$ cat src/rtl/div_unit.sv
// Iterative 32-bit integer divider for the EX stage. It handles DIV and DIVU
// with a restoring radix-2 loop, one quotient bit per cycle. A non-zero divisor
// takes 33 cycles from the start sample to ready. A zero divisor takes 2 cycles
// and returns zero.
module div_unit (
  input  logic        clk,
  input  logic        rst,
  input  logic        start,
  input  logic        signed_div,
  input  logic [31:0] a,
  input  logic [31:0] b,
  input  logic        annul,
  output logic [63:0] result,
  output logic        ready,
  output logic        stall
);

  typedef enum logic [1:0] {IDLE, ZERO, BUSY, DONE} stateT;

  stateT       stateReg, stateNext;
  logic [5:0]  countReg;
  logic [31:0] remReg, quoReg, divMagReg;
  logic        negQuoReg, negRemReg;
  logic [63:0] resultReg;

  logic        accept;
  logic [31:0] aMag, bMag;
  logic [32:0] remShift, trialDiff;
  logic        takeBit;
  logic [31:0] remStep, quoStep;
  logic [31:0] quoFinal, remFinal;

  // A new operation is taken only from IDLE, and only when it is not being flushed.
  assign accept = (stateReg == IDLE) && start && !annul;

  // Each operand is converted to its magnitude when it is latched. -0x80000000
  // wraps back to 0x80000000, which is the correct unsigned magnitude 2^31.
  assign aMag = (signed_div && a[31]) ? (32'd0 - a) : a;
  assign bMag = (signed_div && b[31]) ? (32'd0 - b) : b;

  // One restoring step: shift in the next dividend bit, then try to subtract.
  // The borrow bit decides whether the trial result is kept.
  assign remShift  = {remReg, quoReg[31]};
  assign trialDiff = remShift - {1'b0, divMagReg};
  assign takeBit   = !trialDiff[32];
  assign remStep   = takeBit ? trialDiff[31:0] : remShift[31:0];
  assign quoStep   = {quoReg[30:0], takeBit};

  // Apply the signs after the last step: the quotient sign is the XOR of the
  // operand signs, and the remainder sign follows the dividend.
  assign quoFinal = negQuoReg ? (32'd0 - quoStep) : quoStep;
  assign remFinal = negRemReg ? (32'd0 - remStep) : remStep;

  // State register
  always_ff @(posedge clk) begin
    if (rst) stateReg <= IDLE;
    else     stateReg <= stateNext;
  end

  // Next-state logic and handshake outputs. A flush takes priority in every state.
  always_comb begin
    stateNext = stateReg;
    ready     = 1'b0;
    stall     = 1'b0;
    case (stateReg)
      IDLE: begin
        if (accept) begin
          stateNext = (b == 32'd0) ? ZERO : BUSY;
          stall     = 1'b1;
        end
      end
      ZERO: begin
        stateNext = DONE;
        stall     = 1'b1;
      end
      BUSY: begin
        if (countReg == 6'd31) stateNext = DONE;
        stall = 1'b1;
      end
      DONE: begin
        stateNext = IDLE;
        ready     = 1'b1;
      end
      default: stateNext = IDLE;
    endcase
    if (annul) begin
      stateNext = IDLE;
      ready     = 1'b0;
    end
    if (rst) begin
      ready = 1'b0;
      stall = 1'b0;
    end
  end

  // Operand latch, iteration datapath and result register
  always_ff @(posedge clk) begin
    if (rst) begin
      countReg  <= 6'd0;
      remReg    <= 32'd0;
      quoReg    <= 32'd0;
      divMagReg <= 32'd0;
      negQuoReg <= 1'b0;
      negRemReg <= 1'b0;
      resultReg <= 64'd0;
    end else if (accept) begin
      countReg  <= 6'd0;
      remReg    <= 32'd0;
      quoReg    <= aMag;
      divMagReg <= bMag;
      negQuoReg <= signed_div && (a[31] ^ b[31]);
      negRemReg <= signed_div && a[31];
    end else if (stateReg == BUSY && !annul) begin
      remReg   <= remStep;
      quoReg   <= quoStep;
      countReg <= countReg + 6'd1;
      if (countReg == 6'd31) resultReg <= {remFinal, quoFinal};
    end else if (stateReg == ZERO && !annul) begin
      resultReg <= 64'd0;
    end
  end

  assign result = resultReg;

endmodule

$ cat config.mk
export PLATFORM = sky130hd
export DESIGN_NAME = div_unit
export DESIGN_NICKNAME = d
export VERILOG_FILES = /design/src/rtl/div_unit.sv
export SDC_FILE = /design/constraint.sdc
export NUM_CORES = 1
export LEC_CHECK = 0
export ABC_AREA = 1
export BUFFER_PORTS_ARGS = -buffer_cell sky130_fd_sc_hd__buf_4
export CAP_MARGIN = 10
export CORE_ASPECT_RATIO = 1.2
export CORE_MARGIN = 4
export CORE_UTILIZATION = 47
export CTS_BUF_LIST = sky130_fd_sc_hd__clkbuf_8
export DETAILED_ROUTE_END_ITERATION = 12
export GPL_TIMING_DRIVEN = 0
export PLACE_DENSITY = 0.67
export SLEW_MARGIN = 40
export SYNTH_ARGS = -nofsm -noshare
export SYNTH_HDL_FRONTEND = slang
export SYNTH_SLANG_ARGS = --single-unit
$ cat constraint.sdc
create_clock -name clk -period 7.9 [get_ports clk]
set_input_delay 1.185 -clock clk [delete_from_list [all_inputs] [get_ports clk]]
set_output_delay 1.185 -clock clk [all_outputs]
set_load 0.05 [all_outputs]
# Word level (Yosys, flattened, before mapping)
# Index checks and enable logic that the tools add are counted.
[word_totals] register_bits=170 in_bits=69
[classes] n_addsub=6 n_eq_ne=7 bitwise_logic=2 mux=20 n_reduce_logical=18
[ops] op="32-bit 2-to-1 mux" count=7
[ops] op="64-bit 2-to-1 mux" count=3
[ops] op="1-bit by 32-bit subtractor with 32-bit output (first input constant)" count=4
[ops] op="33-bit by 32-bit subtractor with 33-bit output" count=1
[ops] op="32-bit logical NOT" count=1
[ops] op="2-bit case mux with 4 select lines" count=1
[ops] op="1-bit logical AND" count=7
[ops] op="6-bit by 1-bit adder with 6-bit output (second input constant)" count=1
[ops] op="6-bit by 5-bit == test with 1-bit output (second input constant)" count=1
[ops] op="2-bit 2-to-1 mux" count=3
[ops] op="2-bit != test (second input constant)" count=3
[ops] op="2-bit OR reduction" count=3
[ops] op="1-bit 2-to-1 mux" count=5
[ops] op="2-bit == test (second input constant)" count=2
[ops] op="2-bit nonzero test" count=2
[ops] op="3-bit AND reduction" count=1
[ops] op="2-bit by 1-bit == test with 1-bit output (second input constant)" count=1
[ops] op="1-bit logical NOT" count=2
[ops] op="2-bit logical NOT" count=1
[ops] op="1-bit case mux with 2 select lines" count=1
[ops] op="2-bit AND reduction" count=1
[ops] op="1-bit inverter" count=1
[ops] op="1-bit XOR" count=1

# Longest topological paths before layout
# Gate-level depths: netlist of run 1.
[logic_depth] word_depth=6 mapped_depth=27

# Worst setup path after synthesis of run 1
# Ideal clock, no wire load.
[synth_path] path_type="input to output" start="input annul" end="output stall" n_path_buf=2 arrival_time_ns=2.992 path_slack_ns=3.723 path_stages=5 path_cell_list="inv_1 nand3_1 clkbuf_1 clkbuf_1 a211oi_1"
[synth_between] elab_chain_len=5
[synth_lines] item="start: declaration" line_no="12" source="input logic annul,"
[synth_lines] item="1-bit logical NOT" line_no="34" source="assign accept = (stateReg == IDLE) && start && !annul;"
[synth_lines] item="1-bit logical AND" line_no="34"
[synth_lines] item="1-bit 2-to-1 mux" line_no="67" source="if (accept) begin"
[synth_lines] item="1-bit case mux with 2 select lines" line_no="65" source="case (stateReg)"
[synth_lines] item="1-bit 2-to-1 mux" line_no="90" source="if (rst) begin"
[synth_lines] item="end: declaration" line_no="15" source="output logic stall"
# No other way between the ends.

# Final worst setup path of run 1
[layout_path] start="register quoReg[31]" end="register resultReg[30] (netlist: result[30])"
[layout_between] elab_chain_len=6
[layout_lines] item="start: declaration" line_no="22" source="logic [31:0] remReg, quoReg, divMagReg;"
[layout_lines] item="start signal: assignment" line_no="109" source="quoReg <= aMag;"
[layout_lines] item="start signal: assignment" line_no="115" source="quoReg <= quoStep;"
[layout_lines] item="33-bit by 32-bit subtractor with 33-bit output" line_no="44" source="assign trialDiff = remShift - {1'b0, divMagReg};"
[layout_lines] item="1-bit logical NOT" line_no="45" source="assign takeBit = !trialDiff[32];"
[layout_lines] item="1-bit by 32-bit subtractor with 32-bit output" line_no="51" source="assign quoFinal = negQuoReg ? (32'd0 - quoStep) : quoStep;"
[layout_lines] item="32-bit 2-to-1 mux" line_no="51"
[layout_lines] item="64-bit 2-to-1 mux" line_no="117" source="if (countReg == 6'd31) resultReg <= {remFinal, quoFinal};"
[layout_lines] item="64-bit 2-to-1 mux" line_no="113" source="end else if (stateReg == BUSY && !annul) begin"
[layout_lines] item="end signal: assignment" line_no="117"
[layout_lines] item="end: declaration" line_no="24" source="logic [63:0] resultReg;"
# No other way between the ends. The select of a mux whose other input is x is not followed.
# A chain may end at the register's enable or synchronous reset.

==> impl_metrics.tcl, run 1 <==
set metrics [dict create \
    r2r_setup_slack_ps 3300 \
    ant_nets 0 \
    synth_fp_nets 2212 \
    grtUsageTotal_pct 28.4 \
    hold_viol 0 \
    die-width_um 158 \
    max-vdd-ir-drop_uv 120 \
    postSynthCellCount 2100 \
    nNetsFinal 2364 \
    finalWirelength_um 42900 \
    layout_common_cells "nand2_1, inv_1, a21oi_1" \
    hold_depth 2 \
    setup_tns_ps 0 \
    async_reset_ff_share_pct 0 \
    synth_edf_count 0 \
    clk_pin_slew_worst_paths_ps 100 \
    grt_pass1_wl_um 66400 \
    yosys_warnings 0 \
    grtUsageMet1_pct 32.2 \
    path_max_fanout 10 \
    antenna_found_initial 0 \
    grt_max_degree 17 \
    post-cts-setup-buffers 0 \
    area.growth.synth_to_final_pct 14.8 \
    whs_ps 466 \
    dp_cells 2568 \
    wl_per_cell_um 16.5 \
    avgSynthCellArea_sq_um 6.04 \
    maxSlewHeadroom_pct 36.5 \
    cts_made_buffers 17 \
    synth_top_flop_cell "dfxtp_1" \
    rsz0062_at_grt "false" \
    top_usage_layer "met2" \
    viasPerCell 5.34 \
    cts_tree "done" \
    hp-start "divMagReg[27]" \
    drtIter0Drc 955 \
    finClkSkew_ps 21.7 \
    seq_area_frac_synth_pct 26.8 \
    dpl_cell_area_sq_mm 0.0141 \
    worstRegToRegCells 26 \
    portBuffers 133 \
    fill_cells 2775 \
    synth_cell_types 55 \
    clkLatencyLatePin_ps 510 \
    htreeDepth 4 \
    ys_ff_latch 170 \
    finalSetupViolCount 0 \
    worst_path_max_delay_cell "nor4_1" \
    num_vias 13883 \
    rr_startpoint "quoReg[31]" \
    initial_core_util_pct 48.0 \
    multi_input_area_sq_mm 0.00778 \
    num_io_pins 135 \
    fin_area_sq_mm 0.0146 \
    total_power_uw 2690 \
    gp_congestion 0.942 \
    drc 0 \
    drive_gt1_share_pct 10.9 \
    grt_overflow 0 \
    cp.arrival_ps 5020 \
    rows 65 \
    cts_sinks 170 \
    hold_class "reg2reg" \
    dieArea_sq_mm 0.0297 \
    synthesis.area_sq_mm 0.0127 \
    max_stage_delay_ps 500 \
    final_common_cell "nand2_1" \
    final_cells 2600 \
    criticalPathCategory "reg2reg" \
    tightest_slew_ps 953 \
    required_ps 8330 \
    worstHoldEndpoint "divMagReg[27]" \
    design.core.area_sq_mm 0.0264 \
    die_y_um 188 \
    met3_usage_pct 3.28 \
    status "complete, no violations" \
    clock.fmax_mhz 218 \
    cp-end-kind "flip-flop" \
    drv_cap 0 \
    r2r-end "result[30]" \
    fin_crit_sh_pct 58.2 \
    power_density_mw_per_mm2 185 \
    cts_buffer_depth 2 \
    critical_path.most_common_cell "nand2_1" \
    dr.pass1.iters 6 \
    regArea_sq_mm 0.00340 \
    antenna_cells 0 \
    startpoint_type "flip-flop" \
    p_leak_uw 0.00724 \
    cts_root_buf "clkbuf_8" \
    use_met2_pct 52.3 \
    place_hpwl_um 35000 \
    period_needed_ps 4600 \
    grt_pass1_vias 13070 \
    hold_buffers 0 \
    finalMaxSlewViolations 0 \
    ctsResizeCount 0 \
]
-- synth_stat cells (10+ instances only) --
cell      instances  area (sq um)
nand2_1         614          2300
inv_1           302          1130
a21oi_1         189           946
dfxtp_1         170          3400
nor2_1          167           627
o21ai_0         144           721
nand3_1         124           621
clkbuf_1         55           206
xor2_1           47           412
ha_1             42           526
nor3_1           24           120
nand2_2          21           131
xnor2_1          21           184
nand4_1          20           125
o22ai_1          14          87.6
nor4_1           13          81.3
o211ai_1         10          75.1
-- final cells by class --
class / count / share of cell area (%)
clock buffers: 19 / 1.80
well taps: 335 / 2.88
repair buffers: 133 / 6.86
flip-flops and latches: 170 / 23.4
clock inverters: 13 / 1.30
plain buffers: 73 / 2.38
multi-input cells: 1547 / 53.4
inverters: 310 / 7.99
-- report_power, final --
| group | internal, uW | total [uW] | leakage (uW) | switching [uW] |
|---|---|---|---|---|
| Sequential | 884 | 906 | 0.00138 | 22.3 |
| Combinational | 342 | 1070 | 0.00563 | 723 |
| Clock | 365 | 718 | 0.000229 | 353 |
| Total | 1590 | 2690 | 0.00724 | 1100 |
-- sequential cells by signal (all words and copies together) (netlist names) --
register and flops:
divMagReg 32, negRemReg 1, stateReg 2, remReg 32, result 64, quoReg 32, countReg 6, negQuoReg 1
-- critical path: cells and delay by family (launching register included) --
kind                     cells  cell delay (ps)
AO/OA/AOI/OAI                5              790
adder cells (fa/ha/maj)      3              910
buffers and inverters        4              440
flip-flops                   1              330
AND/OR/NAND/NOR             14             2020
-- cell families (layout without fill, tap and decap cells) --
group / Yosys count / after routing / synth area share, %
flip-flops: 170 / 170 / 26.8
XOR/XNOR: 68 / 68 / 4.69
AND/OR/NAND/NOR: 1031 / 1031 / 34.8
adder cells (fa/ha/maj): 43 / 43 / 4.30
buffers and inverters: 383 / 548 / 11.9
AO/OA/AOI/OAI: 405 / 405 / 17.5
-- routing by layer --
layer | part of all wire [%] | vias up
met5 | 0 | -
met3 | 4.8 | 105
met4 | 4.7 | 0
met1 | 39 | 6292
li1 | - | 7036
met2 | 51 | 450
-- metrics by stage --
step           utilization (%)  setup WS, ps
2_1_floorplan                -          3720
3_3_place_gp              53.4          3420
3_5_place_dp              53.4          3430
4_1_cts                   55.1          3390
5_1_grt                   55.1          3060
6_report                  55.1          3300
-- worst max-delay path by stage --
stage                from          to  slack [ps]  cells after the start
3_5_place_dp   quoReg[31]  result[30]        3430                     26
5_1_grt        quoReg[31]  result[24]        3060                     25
6_report       quoReg[31]  result[30]        3300                     26
4_1_cts        quoReg[31]  result[30]        3390                     26
3_3_place_gp   quoReg[31]  result[30]        3420                     26
2_1_floorplan       annul       stall        3720                      5
No activity file was read; power rests on OpenSTA's default activity.
==> run 2, diff against run 1 <==
==> constraint.sdc (replaced) <==
create_clock -name clk -period 4.7 [get_ports clk]
set_input_delay 0.705 -clock clk [delete_from_list [all_inputs] [get_ports clk]]
set_output_delay 0.705 -clock clk [all_outputs]
set_load 0.05 [all_outputs]
==> impl_metrics.tcl, run 2 (synthesized netlist as in run 1, its figures left out) <==
set metrics [dict create \
    status "complete, no violations" \
    num_io_pins 135 \
    fin_area_sq_mm 0.0146 \
    antenna_cells 0 \
    final_core_util_pct 55.1 \
    gp_congestion 0.942 \
    required_ps 5130 \
    path_max_fanout 10 \
    finClkSkew_ps 20.4 \
    design.core.area_sq_mm 0.0264 \
    dieArea_sq_mm 0.0297 \
    p_leak_uw 0.00724 \
    clock.fmax_mhz 228 \
    regArea_sq_mm 0.00340 \
    grt_pass1_vias 13070 \
    maxSlewHeadroom_pct 36.9 \
    criticalPathCategory "reg2reg" \
    power_density_mw_per_mm2 311 \
    htreeDepth 4 \
    area.growth.synth_to_final_pct 14.8 \
    finalWorstSetupSlack_ps 316 \
    drtIter0Drc 916 \
    dpl_cell_area_sq_mm 0.0141 \
    clk_pin_slew_worst_paths_ps 100 \
    hold_class "reg2reg" \
    finalSetupViolCount 0 \
    grt_max_degree 17 \
    cts_made_buffers 17 \
    layout_common_cells "nand2_1, inv_1, a21oi_1" \
    route.layer.met1.wl_um 16800 \
    wl_per_cell_um 16.6 \
    cts_buffer_depth 2 \
    cts_sinks 170 \
    wl_met3_um 2250 \
    hold_viol 0 \
    top_layer "met4" \
    drc 0 \
    grtUsageTotal_pct 28.4 \
    max-vdd-ir-drop_uv 202 \
    period_needed_ps 4380 \
    cp.arrival_ps 4810 \
    setup_tns_ps 0 \
    drv_cap 0 \
    tightest_slew_ps 946 \
    drive_gt1_share_pct 10.9 \
    wl_met2_um 22000 \
    cts_tree "done" \
    rows 65 \
    place_hpwl_um 35000 \
    viasPerCell 5.34 \
    grt_pass1_wl_um 66400 \
    die-width_um 158 \
    antenna_found_initial 0 \
    final_common_cell "nand2_1" \
    die_y_um 188 \
    ant_nets 0 \
    grt_overflow 0 \
    startpoint_type "flip-flop" \
    dr.pass1.iters 6 \
    finalMaxSlewViolations 0 \
    fill_cells 2775 \
    largest_reg_flops 64 \
    finalWirelength_um 43000 \
    dp_slack_ps 234 \
    rsz0062_at_grt "false" \
    fin_crit_sh_pct 93.3 \
    clkLatencyLatePin_ps 500 \
    initial_core_util_pct 48.0 \
    portBuffers 133 \
    multi_input_area_sq_mm 0.00779 \
    num_vias 13890 \
    cp-end-kind "flip-flop" \
    cts_root_buf "clkbuf_8" \
    nNetsFinal 2364 \
]
## run 2: cell types whose count changed in the layout (fill, tap and decap cells not counted)
cell	change
nor4_2	+1
nor4_1	-1
## run 2: per-stage QoR
step / cells / hold slack, ps / total power [uW]
after detailed placement: 2568 / 448 / 3320
after global placement: 2568 / 439 / 3300
after global routing: 2600 / 487 / 4810
final: 2600 / 466 / 4520
after CTS: 2600 / 463 / 4520
after floorplan: 2100 / 422 / 2840
## run 2: worst paths after layout
kind,from,to,slack (ps),depth (start not counted)
worst max-delay path,quoReg[31],result[30],320,26
worst min-delay path,divMagReg[27],divMagReg[27],470,2
worst max register to register,quoReg[31],result[30],320,26
worst min register to register,divMagReg[27],divMagReg[27],470,2
## run 2: layer usage
| layer | track usage, % | vias up |
|---|---|---|
| met5 | 0 | - |
| met4 | 13.1 | 0 |
| met3 | 3.28 | 98 |
| met2 | 52.3 | 504 |
| met1 | 32.2 | 6249 |
| li1 | - | 7039 |
## run 2: report_power, final
part           internal, uW  switching [uW]  leakage (uW)
clock                   614             596      0.000229
combinational           575            1220       0.00563
sequential             1490            37.7       0.00138
total                  2670            1850       0.00724
## run 2: cell type report
| type | instances | area share [%] |
|---|---|---|
| multi-input combinational | 1547 | 53.5 |
| tap | 335 | 2.88 |
| clock inverter | 13 | 1.30 |
| inverter | 310 | 7.99 |
| sequential | 170 | 23.4 |
| timing repair buffer | 133 | 6.85 |
| clock buffer | 19 | 1.79 |
| buffer | 73 | 2.38 |
## run 2: timing repair
| item | in CTS | in global routing |
|---|---|---|
| resized for setup | 0 | 1 |
| setup endpoints to repair | 0 | 4 |
| buffers inserted | 0 | 0 |
| hold buffers | 0 | 0 |
## run 2: critical path, stage by stage (launching register included)
cell and delay (ps):
dfxtp_1 330, inv_1 70, ha_1 240, fa_1 410, inv_1 100, nand2_1 50
nand2_1 70, nand3_1 70, nand2_1 170, nand2_1 90, nand2_2 100, nand2_4 80
nand2_4 80, nand2_4 90, nand2_8 110, buf_6 160, ha_1 240, nand4_1 170
nor4_2 350, nand3_1 250, o21ai_0 220, inv_1 100, nor2_1 160, o21ai_0 160
a21oi_1 140, o21ai_0 120, a21oi_1 140
